**src/rtl/iter_div_if.sv**
```systemverilog
// Divide-port bundle between the EX stage (master) and the iterative divider (slave).
interface iter_div_if #(
    parameter int WIDTH = 32
);
    logic                 div_start;
    logic                 div_signed;
    logic [WIDTH-1:0]     div_data1;
    logic [WIDTH-1:0]     div_data2;
    logic                 div_done;
    logic [2*WIDTH-1:0]   div_result;
    logic                 busy;

    modport master (
        output div_start, div_signed, div_data1, div_data2,
        input  div_done, div_result, busy
    );

    modport slave (
        input  div_start, div_signed, div_data1, div_data2,
        output div_done, div_result, busy
    );
endinterface

```
**src/rtl/iter_div_unit.sv**
```systemverilog
// Multi-cycle radix-2 restoring integer divider, WIDTH-generic.
// Result is {remainder, quotient}. Signed division truncates toward zero,
// remainder takes the dividend's sign. Divide-by-zero and (optionally)
// |dividend| < |divisor| finish in a single cycle.
module iter_div_unit #(
    parameter int WIDTH      = 32,
    parameter bit EARLY_EXIT = 1'b1
) (
    input  logic       clk,
    input  logic       rst,
    input  logic       flush,
    iter_div_if.slave  div_if
);
    localparam int CW = $clog2(WIDTH + 1);

    typedef enum logic [1:0] {S_IDLE, S_RUN, S_DONE} state_t;

    state_t               state_q, state_d;
    logic [CW-1:0]        cnt_q, cnt_d;
    logic [WIDTH-1:0]     rem_q, rem_d;      // partial remainder
    logic [WIDTH-1:0]     quo_q, quo_d;      // dividend bits shift out, quotient bits shift in
    logic [WIDTH-1:0]     dvs_q, dvs_d;      // divisor magnitude
    logic                 qneg_q, qneg_d;    // quotient must be negated at the end
    logic                 rneg_q, rneg_d;    // remainder must be negated at the end
    logic [2*WIDTH-1:0]   result_q, result_d;

    logic                 a_neg, b_neg;
    logic [WIDTH-1:0]     a_mag, b_mag;
    logic [WIDTH:0]       shifted, trial;
    logic                 fits;
    logic [WIDTH-1:0]     rem_step, quo_step, rem_fix, quo_fix;

    // Operand signs and magnitudes; MIN keeps its bit pattern, which is its correct unsigned magnitude.
    always_comb begin
        a_neg = div_if.div_signed & div_if.div_data1[WIDTH-1];
        b_neg = div_if.div_signed & div_if.div_data2[WIDTH-1];
        a_mag = a_neg ? -div_if.div_data1 : div_if.div_data1;
        b_mag = b_neg ? -div_if.div_data2 : div_if.div_data2;
    end

    // One restoring step plus the sign fix-up applied to the final step's outcome.
    always_comb begin
        shifted  = {rem_q, quo_q[WIDTH-1]};
        trial    = shifted - {1'b0, dvs_q};
        // The partial remainder stays below the divisor, so bit WIDTH is a reliable borrow flag.
        fits     = ~trial[WIDTH];
        rem_step = fits ? trial[WIDTH-1:0] : shifted[WIDTH-1:0];
        quo_step = {quo_q[WIDTH-2:0], fits};
        quo_fix  = qneg_q ? -quo_step : quo_step;
        rem_fix  = rneg_q ? -rem_step : rem_step;
    end

    // Next-state and datapath updates; flush overrides everything except an already-written result.
    always_comb begin
        state_d  = state_q;
        cnt_d    = cnt_q;
        rem_d    = rem_q;
        quo_d    = quo_q;
        dvs_d    = dvs_q;
        qneg_d   = qneg_q;
        rneg_d   = rneg_q;
        result_d = result_q;

        case (state_q)
            S_IDLE: begin
                if (div_if.div_start) begin
                    cnt_d  = CW'(WIDTH);
                    rem_d  = '0;
                    quo_d  = a_mag;
                    dvs_d  = b_mag;
                    qneg_d = a_neg ^ b_neg;
                    rneg_d = a_neg;
                    if (div_if.div_data2 == '0) begin
                        result_d = {div_if.div_data1, {WIDTH{1'b1}}};
                        state_d  = S_DONE;
                    end else if (EARLY_EXIT && (a_mag < b_mag)) begin
                        result_d = {div_if.div_data1, {WIDTH{1'b0}}};
                        state_d  = S_DONE;
                    end else begin
                        state_d  = S_RUN;
                    end
                end
            end
            S_RUN: begin
                rem_d = rem_step;
                quo_d = quo_step;
                cnt_d = cnt_q - CW'(1);
                if (cnt_q == CW'(1)) begin
                    result_d = {rem_fix, quo_fix};
                    state_d  = S_DONE;
                end
            end
            S_DONE: begin
                state_d = S_IDLE;
            end
            default: begin
                state_d = S_IDLE;
            end
        endcase

        if (flush) begin
            state_d  = S_IDLE;
            cnt_d    = '0;
            result_d = result_q;
        end
    end

    // State and datapath registers.
    always_ff @(posedge clk) begin
        if (rst) begin
            state_q  <= S_IDLE;
            cnt_q    <= '0;
            rem_q    <= '0;
            quo_q    <= '0;
            dvs_q    <= '0;
            qneg_q   <= 1'b0;
            rneg_q   <= 1'b0;
            result_q <= '0;
        end else begin
            state_q  <= state_d;
            cnt_q    <= cnt_d;
            rem_q    <= rem_d;
            quo_q    <= quo_d;
            dvs_q    <= dvs_d;
            qneg_q   <= qneg_d;
            rneg_q   <= rneg_d;
            result_q <= result_d;
        end
    end

    assign div_if.div_done   = (state_q == S_DONE);
    assign div_if.busy       = (state_q == S_RUN) || (state_q == S_DONE);
    assign div_if.div_result = result_q;

endmodule

```
**src/flat_wrapper.sv**
```systemverilog
// flat-port wrapper written by rule: the top's interface ports become plain ports
module iter_div_unit_flat 
#(
    parameter int WIDTH      = 32,
    parameter bit EARLY_EXIT = 1'b1
)
  (clk, rst, flush, div_if_div_start, div_if_div_signed, div_if_div_data1, div_if_div_data2, div_if_div_done, div_if_div_result, div_if_busy);
  iter_div_if #(.WIDTH(WIDTH)) div_if_i ();
  input  logic clk;
  input  logic rst;
  input  logic flush;
  input wire logic [$bits(div_if_i.div_start)-1:0] div_if_div_start;
  input wire logic [$bits(div_if_i.div_signed)-1:0] div_if_div_signed;
  input wire logic [$bits(div_if_i.div_data1)-1:0] div_if_div_data1;
  input wire logic [$bits(div_if_i.div_data2)-1:0] div_if_div_data2;
  output wire logic [$bits(div_if_i.div_done)-1:0] div_if_div_done;
  output wire logic [$bits(div_if_i.div_result)-1:0] div_if_div_result;
  output wire logic [$bits(div_if_i.busy)-1:0] div_if_busy;
  assign div_if_i.div_start = div_if_div_start;
  assign div_if_i.div_signed = div_if_div_signed;
  assign div_if_i.div_data1 = div_if_div_data1;
  assign div_if_i.div_data2 = div_if_div_data2;
  assign div_if_div_done = div_if_i.div_done;
  assign div_if_div_result = div_if_i.div_result;
  assign div_if_busy = div_if_i.busy;
  iter_div_unit #(.WIDTH(WIDTH), .EARLY_EXIT(EARLY_EXIT)) u_core (.clk(clk), .rst(rst), .flush(flush), .div_if(div_if_i));
endmodule
```
**config.mk**
```make
export PLATFORM = sky130hd
export DESIGN_NAME = iter_div_unit_flat
export DESIGN_NICKNAME = d
export VERILOG_FILES = /design/src/rtl/iter_div_if.sv /design/src/rtl/iter_div_unit.sv /design/src/flat_wrapper.sv
export SDC_FILE = /design/constraint.sdc
export NUM_CORES = 1
export LEC_CHECK = 0
export CAP_MARGIN = 0
export CORE_UTILIZATION = 50
export DETAILED_ROUTE_END_ITERATION = 12
export GPL_TIMING_DRIVEN = 0
export PLACE_DENSITY = 0.72
export SKIP_CTS_REPAIR_TIMING = 1
export SYNTH_ARGS = -nofsm -noshare
export SYNTH_HDL_FRONTEND = slang
export SYNTH_SLANG_ARGS = --single-unit
```
**constraint.sdc**
```tcl
create_clock -name clk -period 20.2 [get_ports clk]
set_clock_uncertainty 0.15 [all_clocks]
set_input_delay 6.06 -clock clk [delete_from_list [all_inputs] [get_ports clk]]
set_output_delay 6.06 -clock clk [all_outputs]
set_load 0.02 [all_outputs]
```
Yosys cells after proc, flatten, opt, wreduce, memory -nomap -nowiden
Cells that the tools add are included.

operators by class
  bitwise logic cells = 5
  multipliers = 0
  reductions and logical operators = 9
  shifts and indexed selects = 0
  order comparisons = 1
  add/subtract/negate cells = 6
  mux-type cells = 21
  equal/unequal tests = 6
  div/mod/pow operators = 0

operator list
  operator                                               number
  2-to-1 mux 64 bit                                      4
  2-to-1 mux 32 bit                                      7
  negation 32 bit                                        4
  case mux 32 bit (2 select lines)                       2
  case mux 64 bit (2 select lines)                       1
  subtractor 33 x 32 -> 33 bit                           1
  logical NOT 32 bit                                     1
  < comparator 32 bit                                    1
  case mux 6 bit (2 select lines)                        1
  2-to-1 mux 2 bit                                       4
  == test 6 x 1 -> 1 bit, second input constant          1
  2-to-1 mux 6 bit                                       1
  AND reduction 2 bit                                    3
  subtractor 6 x 1 -> 6 bit, second input constant       1
  AND reduction 5 bit                                    1
  case mux 2 bit (2 select lines)                        1
  inequality test 3 x 1 -> 1 bit, second input constant  1
  bitwise AND 1 bit                                      2
  == test 2 x 1 -> 1 bit, second input constant          1
  == test 2 bit, second input constant                   1
  logical NOT 2 bit                                      1
  inequality test 2 x 1 -> 1 bit, second input constant  1
  inequality test 2 bit, second input constant           1
  inverter 1 bit                                         2
  other kinds (4)                                        4

storage, ports and cells
  input bits = 69
  bits in latches = 0
  ROM bits = 0
  register bits after elaboration = 170
  RAM bits = 0
  output and inout bits = 66
  memories kept = 0

Logic depth before layout (Yosys ltp)
Gate-level depths: netlist of the first run.

  depth in word-level cells = 7
  depth in mapped cells = 27

Least setup slack after synthesis of the first run
Ideal clock, no wire load.

  kind = input to register
  from = input div_if_div_data1[5]
  to = register u_core.result_q[58], in the netlist u_core.div_if.div_result[58]
  setup slack = 9.523 ns
  data arrival time = 10.398 ns
  cell stages on the path = 20
  data required time = 19.921 ns
  path buffers = 2
  path through = nor4_1 > nand2b_1 > or3_1 > or4_1 > or4_1 > o31ai_1 > xnor2_1 > ha_1 > a21o_1 > a21o_1 > a21oi_1 > o21ai_0 > a221o_1 > a21oi_1 > o21ai_0 > a31o_2 > buf_2 > clkbuf_1 > a2111oi_0 > nor2_1

on the way
  longest elaborated chain between the ends = 5

ends and longest elaborated chain
  what                                                 line                  source
  start, declared                                      flat_wrapper.sv:14    input wire logic [$bits(div_if_i.div_data1)-1:0] div_if_div_data1;
  negation 32 bit                                      iter_div_unit.sv:37   a_mag = a_neg ? -div_if.div_data1 : div_if.div_data1;
  2-to-1 mux 32 bit (*)                                iter_div_unit.sv:37
  < comparator 32 bit (*)                              iter_div_unit.sv:76   end else if (EARLY_EXIT && (a_mag < b_mag)) begin
  inequality test 3 x 1 -> 1 bit (no source line) (*)  --
  AND reduction 5 bit (no source line) (*)             --
  end signal, assigned                                 iter_div_unit.sv:127  result_q <= result_d;
  end, declared                                        iter_div_unit.sv:25   logic [2*WIDTH-1:0] result_q, result_d;

Every way passes the cells marked *; elsewhere a longest branch is shown, timed or not.
A chain may end at the register's enable or synchronous reset.

Final worst setup path of the first run
  from = input div_if_div_data1[5]
  to = register u_core.result_q[50], in the netlist u_core.div_if.div_result[50]

The elaborated chain is that of the path after synthesis.

==> impl_metrics.ini, run 1 <==
[status]
outcome = complete, no violations

[global_route]
grt_max_degree = 21
globalRoute.totalOverflow = 0
antenna_found_initial = 0
grt_first_pass_wirelength_um = 76200
first_global_vias = 12800
groute.usage.overall_pct = 38.4

[timing]
final_critical_path_setup_slack_ps = 7530
grt_setup_unrepaired = no
finalHoldViolCount = 0
fin_crit_sh_pct = 62.7
finalCriticalPeriod_ps = 12670
clock.fmax_mhz = 78.9
setup_viol = 0
timing_worst_slew_pin_value_ps = 1160
timing.final.max_slew_violations = 0
final.setup.tns_ps = 0
maxSlewHeadroom_pct = 22.3

[route]
via_per_inst = 6.46
route.detailed.wl_per_inst_um = 23.6
drt_first_pass_iters = 9
routedLengthMet1_um = 20900
routed-wl-met2_um = 22200
final_antenna_net_count = 0
vias = 13900
detailroute.wirelength.met3_um = 5190
wirelength_um = 50600
detail_route.iter0.violations = 1846
drc_violations_left = 0
route.top_layer_used = met4

[critical_path]
highest_delay_cell_along_the_critical_path = sky130_fd_sc_hd__nor4_1
path_cells = clkdlybuf4s50_1, nor4_1, nand2b_1, nor3b_1, nand3b_1, nor4_1, a21oi_1, xor2_1, ha_1, a21o_1, a21o_1, a21oi_1, o21ai_0, a221o_1, a21oi_1, o21ai_0, a31oi_2, clkbuf_1, buf_2, a41oi_1
worst_r2r_path_depth = 26
cp_slowest_stage_delay_ps = 920
timing.critical_path.to_type = register
critPathLaunchType = input port
worst_path_most_repeated_cell = sky130_fd_sc_hd__a21oi_1
worstPathMaxFanout = 10
r2r-start = u_core.dvs_q[0]
worst_ep_arrival_time_ps = 12810
critical_path_required_ps = 20350
worst_setup_path_startpoint = div_if_div_data1[5]
critical_path_class = input port to register

[synthesis]
synth_area_per_cell_um2 = 7.78
synth.yosys.warnings = 0
post-synth-top-area-cell = sky130_fd_sc_hd__dfxtp_1
postSynth.topFlopCell = sky130_fd_sc_hd__dfxtp_1
synth_async_sr_flop_share_pct = 0
synth_fp_nets = 1792
synth.lib_cells_used.distinct = 91
synthDominantCellAreaShare_pct = 26.5
netlist_area_mm2 = 0.0128
count_of_state_elements_after_synthesis = 170
most_common_library_cells_after_synthesis = sky130_fd_sc_hd__nor2_1 (211), sky130_fd_sc_hd__dfxtp_1 (170), sky130_fd_sc_hd__nand2_1 (139)
synth_enable_flop_cells = 0
ys_seq_area_share_pct = 26.5
synthMostInstantiatedCell = sky130_fd_sc_hd__nor2_1
synth.top_cells.by_area = sky130_fd_sc_hd__dfxtp_1 (27%), sky130_fd_sc_hd__ha_1 (7.0%), sky130_fd_sc_hd__nor2_1 (6.2%), sky130_fd_sc_hd__xor2_1 (5.0%), sky130_fd_sc_hd__a21oi_1 (4.9%)
postSynthCellCount = 1650

[power_and_ir_drop]
worst_ir_drop_vdd_v = 0.0000482
powerDensity_mw_per_mm2 = 67.7
cellLeakagePower_nw = 5.76

[hold_path]
hold_start = u_core.div_if.div_result[0]
worst_hold_path_type = register to register
hold_depth = 2

[layout]
final_cells = 2146
count_of_filler_cells_inserted_in_the_layout = 2321
share_of_layout_cells_above_drive_strength_1_pct = 4.96
layout.nets = 1945
layout-area-overhead-vs-synth_pct = 18.5
diodes = 0
final_core_util_pct = 60.4

[placed_design]
worst_slack_at_placement_ps = 7500
gp_routability_congestion = 1.01
dp_cells = 2114
dp.final_hpwl_um = 40600
io_buffer_count = 134

[job]
drv.max_cap_violation_count = 0

[clock_network]
clk_path_buf_depth = 2
htree_levels = 4
worstSkewPairLatency_ps = 440
tritoncts = yes
cts.sink_count = 170
worst_setup_hold_path_clk_slew_ps = 80
cts_buffers = 17
cts_root_buffer = sky130_fd_sc_hd__clkbuf_16

[floorplan]
die_w_um = 162
floorplan.rows = 58
area_of_the_die_mm2 = 0.0263
ioPinCount = 135
starting_density_pct = 51.0
die_y_um = 162
core_mm2 = 0.0252
registers in the layout (all words and copies together) (netlist names):
register,flops
u_core.cnt_q,6
u_core.div_if.div_result,64
u_core.dvs_q,32
u_core.qneg_q,1
u_core.quo_q,32
u_core.rem_q,32
u_core.rneg_q,1
u_core.state_q,2
report_power, final:
part | total, mW | switching, mW | leakage, nW | internal (mW)
clock network | 0.341 | 0.172 | 0.295 | 0.169
logic | 0.313 | 0.200 | 4.07 | 0.113
registers | 0.376 | 0.0193 | 1.39 | 0.357
total | 1.03 | 0.391 | 5.76 | 0.639
logic make-up after synthesis:
logic type	after synthesis	share of synthesized area, %
AND/OR/NAND/NOR	554	20.7
AO/OA/AOI/OAI	521	28.3
flip-flops	170	26.5
buffers and inverters	159	4.96
XOR/XNOR	132	9.00
adder cells (fa/ha/maj)	73	7.17
multiplexers	41	3.31
path summary, 6_finish.rpt:
check	endpoint	slack [ps]
max	u_core.div_if.div_result[50]	7530
min	u_core.div_if.div_result[0]	340
max reg2reg	u_core.div_if.div_result[52]	13290
min reg2reg	u_core.div_if.div_result[0]	340
routing by layer:
metal / up-vias / GRT usage (%)
met5: - / 0
met4: 0 / 17.1
met1: 6537 / 50.9
met2: 796 / 59.3
li1: 6402 / -
met3: 134 / 8.71
worst max-delay path: cells and delay by family:
kind,cells,cell delay [ps]
adders and majority gates,1,360
xor gates and xnor gates,1,540
buffers and inverters,3,1470
AOI/OAI and AO/OA,10,2190
and+or+nand+nor,5,2180
cell usage in the layout (no fill, tap or decap), types with 25 or more instances in the layout:
cell type,synthesis,routed
sky130_fd_sc_hd__o31ai_1,26,26
sky130_fd_sc_hd__a22oi_1,27,27
sky130_fd_sc_hd__mux2i_1,29,29
sky130_fd_sc_hd__ha_1,72,72
sky130_fd_sc_hd__nor2_1,211,211
sky130_fd_sc_hd__xnor2_1,58,58
sky130_fd_sc_hd__a211oi_1,67,67
sky130_fd_sc_hd__nor3_1,35,35
sky130_fd_sc_hd__o21ai_0,97,97
sky130_fd_sc_hd__a21oi_1,125,125
sky130_fd_sc_hd__clkbuf_1,77,77
sky130_fd_sc_hd__clkdlybuf4s50_1,0,134
sky130_fd_sc_hd__xor2_1,74,74
sky130_fd_sc_hd__dfxtp_1,170,170
sky130_fd_sc_hd__a222oi_1,30,30
sky130_fd_sc_hd__inv_1,61,61
sky130_fd_sc_hd__nor4_1,25,25
sky130_fd_sc_hd__nand2_1,139,139
final cells by class:
| class | instances | area, um^2 | share of cell area [%] |
|---|---|---|---|
| Buffer | 97 | 404 | 2.66 |
| Clock buffer | 17 | 425 | 2.80 |
| Clock inverter | 15 | 193 | 1.27 |
| Inverter | 62 | 233 | 1.53 |
| Multi-Input combinational cell | 1321 | 8800 | 57.8 |
| Sequential cell | 170 | 3400 | 22.4 |
| Tap cell | 330 | 413 | 2.71 |
| Timing Repair Buffer | 134 | 1340 | 8.82 |
metrics by stage:
stage,cell area (um^2),hold slack [ps],power [mW]
6_report,15200,342,1.03
5_1_grt,15200,364,1.07
4_1_cts,15200,335,1.02
3_5_place_dp,14600,316,0.685
3_3_place_gp,14600,311,0.681
2_1_floorplan,12800,291,0.571
Power figures use the tool's default switching activity.
==> run 2, diff against run 1 <==
- PLACE_DENSITY: 0.72 -> 0.75
- clock period: 20.2 -> 11.25 ns (I/O delays scaled with it)
==> run 2 against run 1 <==
Net effect: sequential power up 80%; global-route usage about the same; sequential share of layout area up 0.065 points; setup slack worse by 6300 ps; register-to-register slack worse by 8800 ps; die area unchanged; flip-flop and latch count unchanged; combinational power up 80%; final cell count about the same; clock-buffer cell count unchanged; clock power up 73%; non-clock buffer count unchanged; largest power group unchanged.
==> impl_metrics.ini, run 2 (synthesis results as in run 1) <==
[status]
outcome = complete, no violations

[critical_path]
r2r_setup_slack_ps = 4440
critPathLaunchType = input port
cp_slowest_stage_delay_ps = 840
worstPathMaxFanout = 10
worst_setup_path_startpoint = div_if_div_data1[0]
path_cells = clkdlybuf4s50_1, nor3_1, nor3b_1, nand3b_1, nor4_1, nand2_1, o31ai_1, and2_1, ha_1, and4_1, a221o_1, a21oi_1, o21ai_0, a31oi_2, clkbuf_1, buf_2, a41oi_1
regToRegEndpoint = u_core.div_if.div_result[58]
critical_path_buf_inv_count = 3
worst_ep_arrival_time_ps = 10140
r2r-start = u_core.dvs_q[0]
highest_delay_cell_along_the_critical_path = sky130_fd_sc_hd__nor4_1
crit_family = simple AND/OR/NAND/NOR gates
timing.critical_path.to_type = register
critical_path_required_ps = 11420
worst_r2r_path_depth = 24
critical_path_class = input port to register

[layout]
layout.nets = 1945
largest_reg_flops = 64
share_of_layout_cells_above_drive_strength_1_pct = 4.90
most-common-layout-cells = sky130_fd_sc_hd__nor2_1 (211), sky130_fd_sc_hd__dfxtp_1 (170), sky130_fd_sc_hd__nand2_1 (139)
diodes = 0
count_of_filler_cells_inserted_in_the_layout = 2325
area_of_all_placed_cells_without_fillers_mm2 = 0.0152
layout-area-overhead-vs-synth_pct = 18.1
mostFrequentLayoutCell = sky130_fd_sc_hd__nor2_1

[timing]
finalCriticalPeriod_ps = 9970
maxSlewHeadroom_pct = 28.4
grt_setup_unrepaired = no
clock.fmax_mhz = 100
timing_worst_slew_pin_value_ps = 1060
finalHoldViolCount = 0
timing.final.max_slew_violations = 0
setup_viol = 0
fin_crit_sh_pct = 88.6
final.setup.tns_ps = 0

[clock_network]
tritoncts = yes
cts_buffers = 17
cts.sink_count = 170
worst_setup_hold_path_clk_slew_ps = 80
worstSkewPairLatency_ps = 450
clk_path_buf_depth = 2
htree_levels = 4
cts_root_buffer = sky130_fd_sc_hd__clkbuf_16

[power_and_ir_drop]
worst_ir_drop_vdd_v = 0.0000909
cellLeakagePower_nw = 5.74
powerDensity_mw_per_mm2 = 121

[global_route]
antenna_found_initial = 0
grt_max_degree = 19
groute.usage.overall_pct = 38.5
globalRoute.totalOverflow = 0
first_global_vias = 12800
grt_first_pass_wirelength_um = 76400

[route]
final_antenna_net_count = 0
via_per_inst = 6.49
detail_route.iter0.violations = 1988
drc_violations_left = 0
wirelength_um = 50900
route.detailed.wl_per_inst_um = 23.7
vias = 13900
drt_first_pass_iters = 11

[floorplan]
die_w_um = 162
starting_density_pct = 51.0
floorplan.rows = 58
ioPinCount = 135
core_mm2 = 0.0252
die_y_um = 162
area_of_the_die_mm2 = 0.0263

[hold_path]
hold_depth = 2
hold_start = u_core.div_if.div_result[0]
worst_hold_path.endpoint = u_core.div_if.div_result[0]
worst_hold_path_type = register to register

[placed_design]
io_buffer_count = 134
placed_area_mm2 = 0.0146
dp.final_hpwl_um = 40900
gp_routability_congestion = 1.00

[job]
drv.max_cap_violation_count = 0
==> run 2: changes by cell type in the layout (fill, tap and decap cells not counted), sizes merged <==
cell	delta
clkinv	-4
inv	+3
==> run 2: layout make-up <==
cell class                      instances  area, um^2  share of cell area [%]
Multi-Input combinational cell       1321        8800                    58.0
Sequential cell                       170        3400                    22.4
Timing Repair Buffer                  134        1340                    8.84
Clock buffer                           17         425                    2.80
Tap cell                              330         413                    2.72
Buffer                                 97         404                    2.66
Inverter                               62         233                    1.53
Clock inverter                         14         149                   0.982
==> run 2: power by group <==
group	internal [mW]	switching, mW
combinational	0.204	0.360
clock	0.296	0.295
sequential	0.640	0.0364
==> run 2: worst reg2reg max path, stage by stage, from the launching register on <==
cell,delay [ps]
sky130_fd_sc_hd__dfxtp_1,460
sky130_fd_sc_hd__ha_1,230
sky130_fd_sc_hd__inv_1,60
sky130_fd_sc_hd__fa_1,420
sky130_fd_sc_hd__a211oi_2,360
sky130_fd_sc_hd__o211ai_2,210
sky130_fd_sc_hd__a22oi_4,280
sky130_fd_sc_hd__a21oi_4,130
sky130_fd_sc_hd__nor4_4,340
sky130_fd_sc_hd__nor2_4,120
sky130_fd_sc_hd__inv_2,120
sky130_fd_sc_hd__buf_2,250
sky130_fd_sc_hd__buf_2,300
sky130_fd_sc_hd__buf_2,390
sky130_fd_sc_hd__o21ai_0,220
sky130_fd_sc_hd__inv_1,90
sky130_fd_sc_hd__ha_1,210
sky130_fd_sc_hd__nand3_1,150
sky130_fd_sc_hd__or4_1,490
sky130_fd_sc_hd__nor4_1,330
sky130_fd_sc_hd__a21oi_1,180
sky130_fd_sc_hd__a21oi_1,240
sky130_fd_sc_hd__o22ai_1,90
sky130_fd_sc_hd__a2111oi_0,750
sky130_fd_sc_hd__nor2_1,100
==> run 2: stage by stage <==
step / setup WS, ps / hold slack [ps] / instances / total power [mW] / utilization [%]
4_1_cts: 1620 / 311 / 2145 / 1.81 / 60.2
5_1_grt: 1200 / 360 / 2145 / 1.90 / 60.2
2_1_floorplan: 3260 / 291 / 1650 / 1.02 / -
3_5_place_dp: 1240 / 300 / 2114 / 1.23 / 58.0
6_report: 1280 / 317 / 2145 / 1.83 / 60.2
3_3_place_gp: 1140 / 298 / 2114 / 1.22 / 58.0
==> run 2: metal layers <==
metal	GRT usage (%)	vias to the layer above	wire length [um]
met2	60.1	790	22500
li1	-	6397	-
met1	50.8	6615	20800
met3	7.87	123	5360
met5	0	-	0
met4	17.4	0	2210
==> run 2: how the worst max path moves through the flow <==
stage,to,slack [ps],cells after the start
final,u_core.div_if.div_result[50],1280,17
after global routing,u_core.div_if.div_result[62],1200,18
after detailed placement,u_core.div_if.div_result[58],1240,20
after CTS,u_core.div_if.div_result[58],1620,20
after global placement,u_core.div_if.div_result[58],1140,20
after floorplan,u_core.div_if.div_result[58],3260,20
==> run 3, diff against run 2 <==
- CORE_ASPECT_RATIO: not set -> 2
- PLACE_DENSITY: 0.75 -> 0.85
==> run 3 against run 2 <==
Net effect: die area is 0.14% higher; final area hardly changed; critical endpoint is now u_core.div_if.div_result[59]; largest power group unchanged; first-iteration DRC count is 35% lower; routed wire length is 11% higher; global-route usage is 5.0 points higher.
==> impl_metrics.ini, run 3 (synthesis results as in run 1) <==
[status]
outcome = complete, no violations

[critical_path]
cp_slowest_stage_delay_ps = 780
worstPathMaxFanout = 10
timing.critical_path.to_type = register
highest_delay_cell_along_the_critical_path = sky130_fd_sc_hd__nor4_1
critical_path_required_ps = 11460
path_cells = clkdlybuf4s50_1, inv_1, ha_1, nand2b_1, or3_1, or4_1, nor4_1, a21oi_1, xnor2_1, ha_1, and4_1, nor4b_1, nand2_1, o21ai_0, a31o_2, buf_2, clkbuf_1, clkbuf_1, nand2_1, a31oi_1
critPathLaunchType = input port
critical_path_class = input port to register
critical_path_buf_inv_count = 5
worst_ep_arrival_time_ps = 10220
crit_family = simple AND/OR/NAND/NOR gates

[route]
routed-wl-met2_um = 27500
detailroute.wirelength.met3_um = 3970
routedLengthMet1_um = 17900
drc_violations_left = 0
final_antenna_net_count = 0
vias = 14200
route.top_layer_used = met4
detail_route.iter0.violations = 1283
route.detailed.wl_per_inst_um = 26.2
drt_first_pass_iters = 9
wirelength_um = 56400
via_per_inst = 6.60

[layout]
layout-area-overhead-vs-synth_pct = 18.1
count_of_filler_cells_inserted_in_the_layout = 2363
layout.nets = 1946
share_of_layout_cells_above_drive_strength_1_pct = 4.90
largest_reg_flops = 64
most-common-layout-cells = sky130_fd_sc_hd__nor2_1 (211), sky130_fd_sc_hd__dfxtp_1 (170), sky130_fd_sc_hd__nand2_1 (139)
mostFrequentLayoutCell = sky130_fd_sc_hd__nor2_1
final_cells = 2152

[timing]
setup_viol = 0
timing.final.max_slew_violations = 0
finalCriticalPeriod_ps = 10010
finalHoldViolCount = 0
clock.fmax_mhz = 99.9
fin_crit_sh_pct = 88.9
timing_worst_slew_pin_value_ps = 1220
grt_setup_unrepaired = no
final.setup.tns_ps = 0
maxSlewHeadroom_pct = 18.3
final_critical_path_setup_slack_ps = 1240

[floorplan]
area_of_the_die_mm2 = 0.0264
die_w_um = 115
ioPinCount = 135
starting_density_pct = 51.1
floorplan.rows = 82
core_mm2 = 0.0251
die_y_um = 229

[placed_design]
dp_cells = 2120
worst_slack_at_placement_ps = 1000
io_buffer_count = 134
gp_routability_congestion = 1.04
dp.final_hpwl_um = 44600

[clock_network]
clk_path_buf_depth = 2
tritoncts = yes
cts.sink_count = 170
cts_root_buffer = sky130_fd_sc_hd__clkbuf_16
htree_levels = 4
worstSkewPairLatency_ps = 460
cts_buffers = 17
worst_setup_hold_path_clk_slew_ps = 70

[global_route]
grt_max_degree = 17
grt_first_pass_wirelength_um = 83400
antenna_found_initial = 1
first_global_vias = 14600
groute.usage.overall_pct = 43.4
globalRoute.totalOverflow = 0

[power_and_ir_drop]
powerDensity_mw_per_mm2 = 121
worst_ir_drop_vdd_v = 0.000108
cellLeakagePower_nw = 5.72

[job]
drv.max_cap_violation_count = 0

[hold_path]
worst_hold_path_type = register to register
run 3: changes by cell type in the layout (fill, tap and decap cells not counted):
| cell | change |
|---|---|
| sky130_fd_sc_hd__clkbuf_2 | +1 |
| sky130_fd_sc_hd__clkinvlp_4 | +5 |
| sky130_fd_sc_hd__clkinv_2 | +1 |
| sky130_fd_sc_hd__inv_8 | -4 |
| sky130_fd_sc_hd__clkinv_8 | -2 |
| sky130_fd_sc_hd__clkinv_4 | -3 |
| sky130_fd_sc_hd__bufinv_16 | +1 |
| sky130_fd_sc_hd__clkbuf_8 | +1 |
| sky130_fd_sc_hd__diode_2 | +1 |
run 3: power by group:
group,total (mW),internal (mW),switching [mW]
registers,0.679,0.641,0.0380
clock network,0.583,0.311,0.273
logic,0.578,0.204,0.374
run 3: path summary, 6_finish.rpt:
| kind | slack (ps) | startpoint | to | cells past startpoint |
|---|---|---|---|---|
| hold reg to reg | 320 | u_core.div_if.div_result[0] | u_core.div_if.div_result[0] | 2 |
| hold / removal | 320 | u_core.div_if.div_result[0] | u_core.div_if.div_result[0] | 2 |
| setup reg to reg | 4230 | u_core.quo_q[31] | u_core.div_if.div_result[52] | 26 |
| setup / recovery | 1240 | div_if_div_data1[0] | u_core.div_if.div_result[59] | 20 |
run 3: metal layers:
| layer | global-route usage (%) | up-vias |
|---|---|---|
| met4 | 47.2 | 0 |
| met2 | 73.9 | 843 |
| met3 | 11.0 | 371 |
| met1 | 38.9 | 6579 |
| met5 | 0 | - |
| li1 | - | 6407 |
run 3: final cells by class:
| cell class | count | area [um^2] | share of cell area [%] |
|---|---|---|---|
| Antenna cell | 1 | 2.50 | 0.0165 |
| Buffer | 97 | 404 | 2.66 |
| Clock buffer | 18 | 439 | 2.90 |
| Clock inverter | 12 | 118 | 0.776 |
| Inverter | 62 | 233 | 1.53 |
| Multi-Input combinational cell | 1321 | 8800 | 58.0 |
| Sequential cell | 170 | 3400 | 22.4 |
| Tap cell | 336 | 420 | 2.77 |
| Timing Repair Buffer | 135 | 1350 | 8.88 |
run 3: metrics by stage:
| stage | power [mW] | area (um^2) | utilization [%] | hold slack, ps |
|---|---|---|---|---|
| finish | 1.84 | 15200 | 60.3 | 319 |
| global route | 1.90 | 15200 | 60.3 | 340 |
| CTS | 1.81 | 15200 | 60.3 | 314 |
| detailed placement | 1.24 | 14600 | 58.1 | 298 |
| global placement | 1.23 | 14600 | 58.1 | 295 |
| floorplan | 1.02 | 12800 | - | 291 |
run 3: tightest hold or removal path: cells and delay by family (launching register included):
| kind | cells | cell delay, ps |
|---|---|---|
| flops | 1 | 320 |
| simple gates | 1 | 50 |
| compound gates | 1 | 50 |
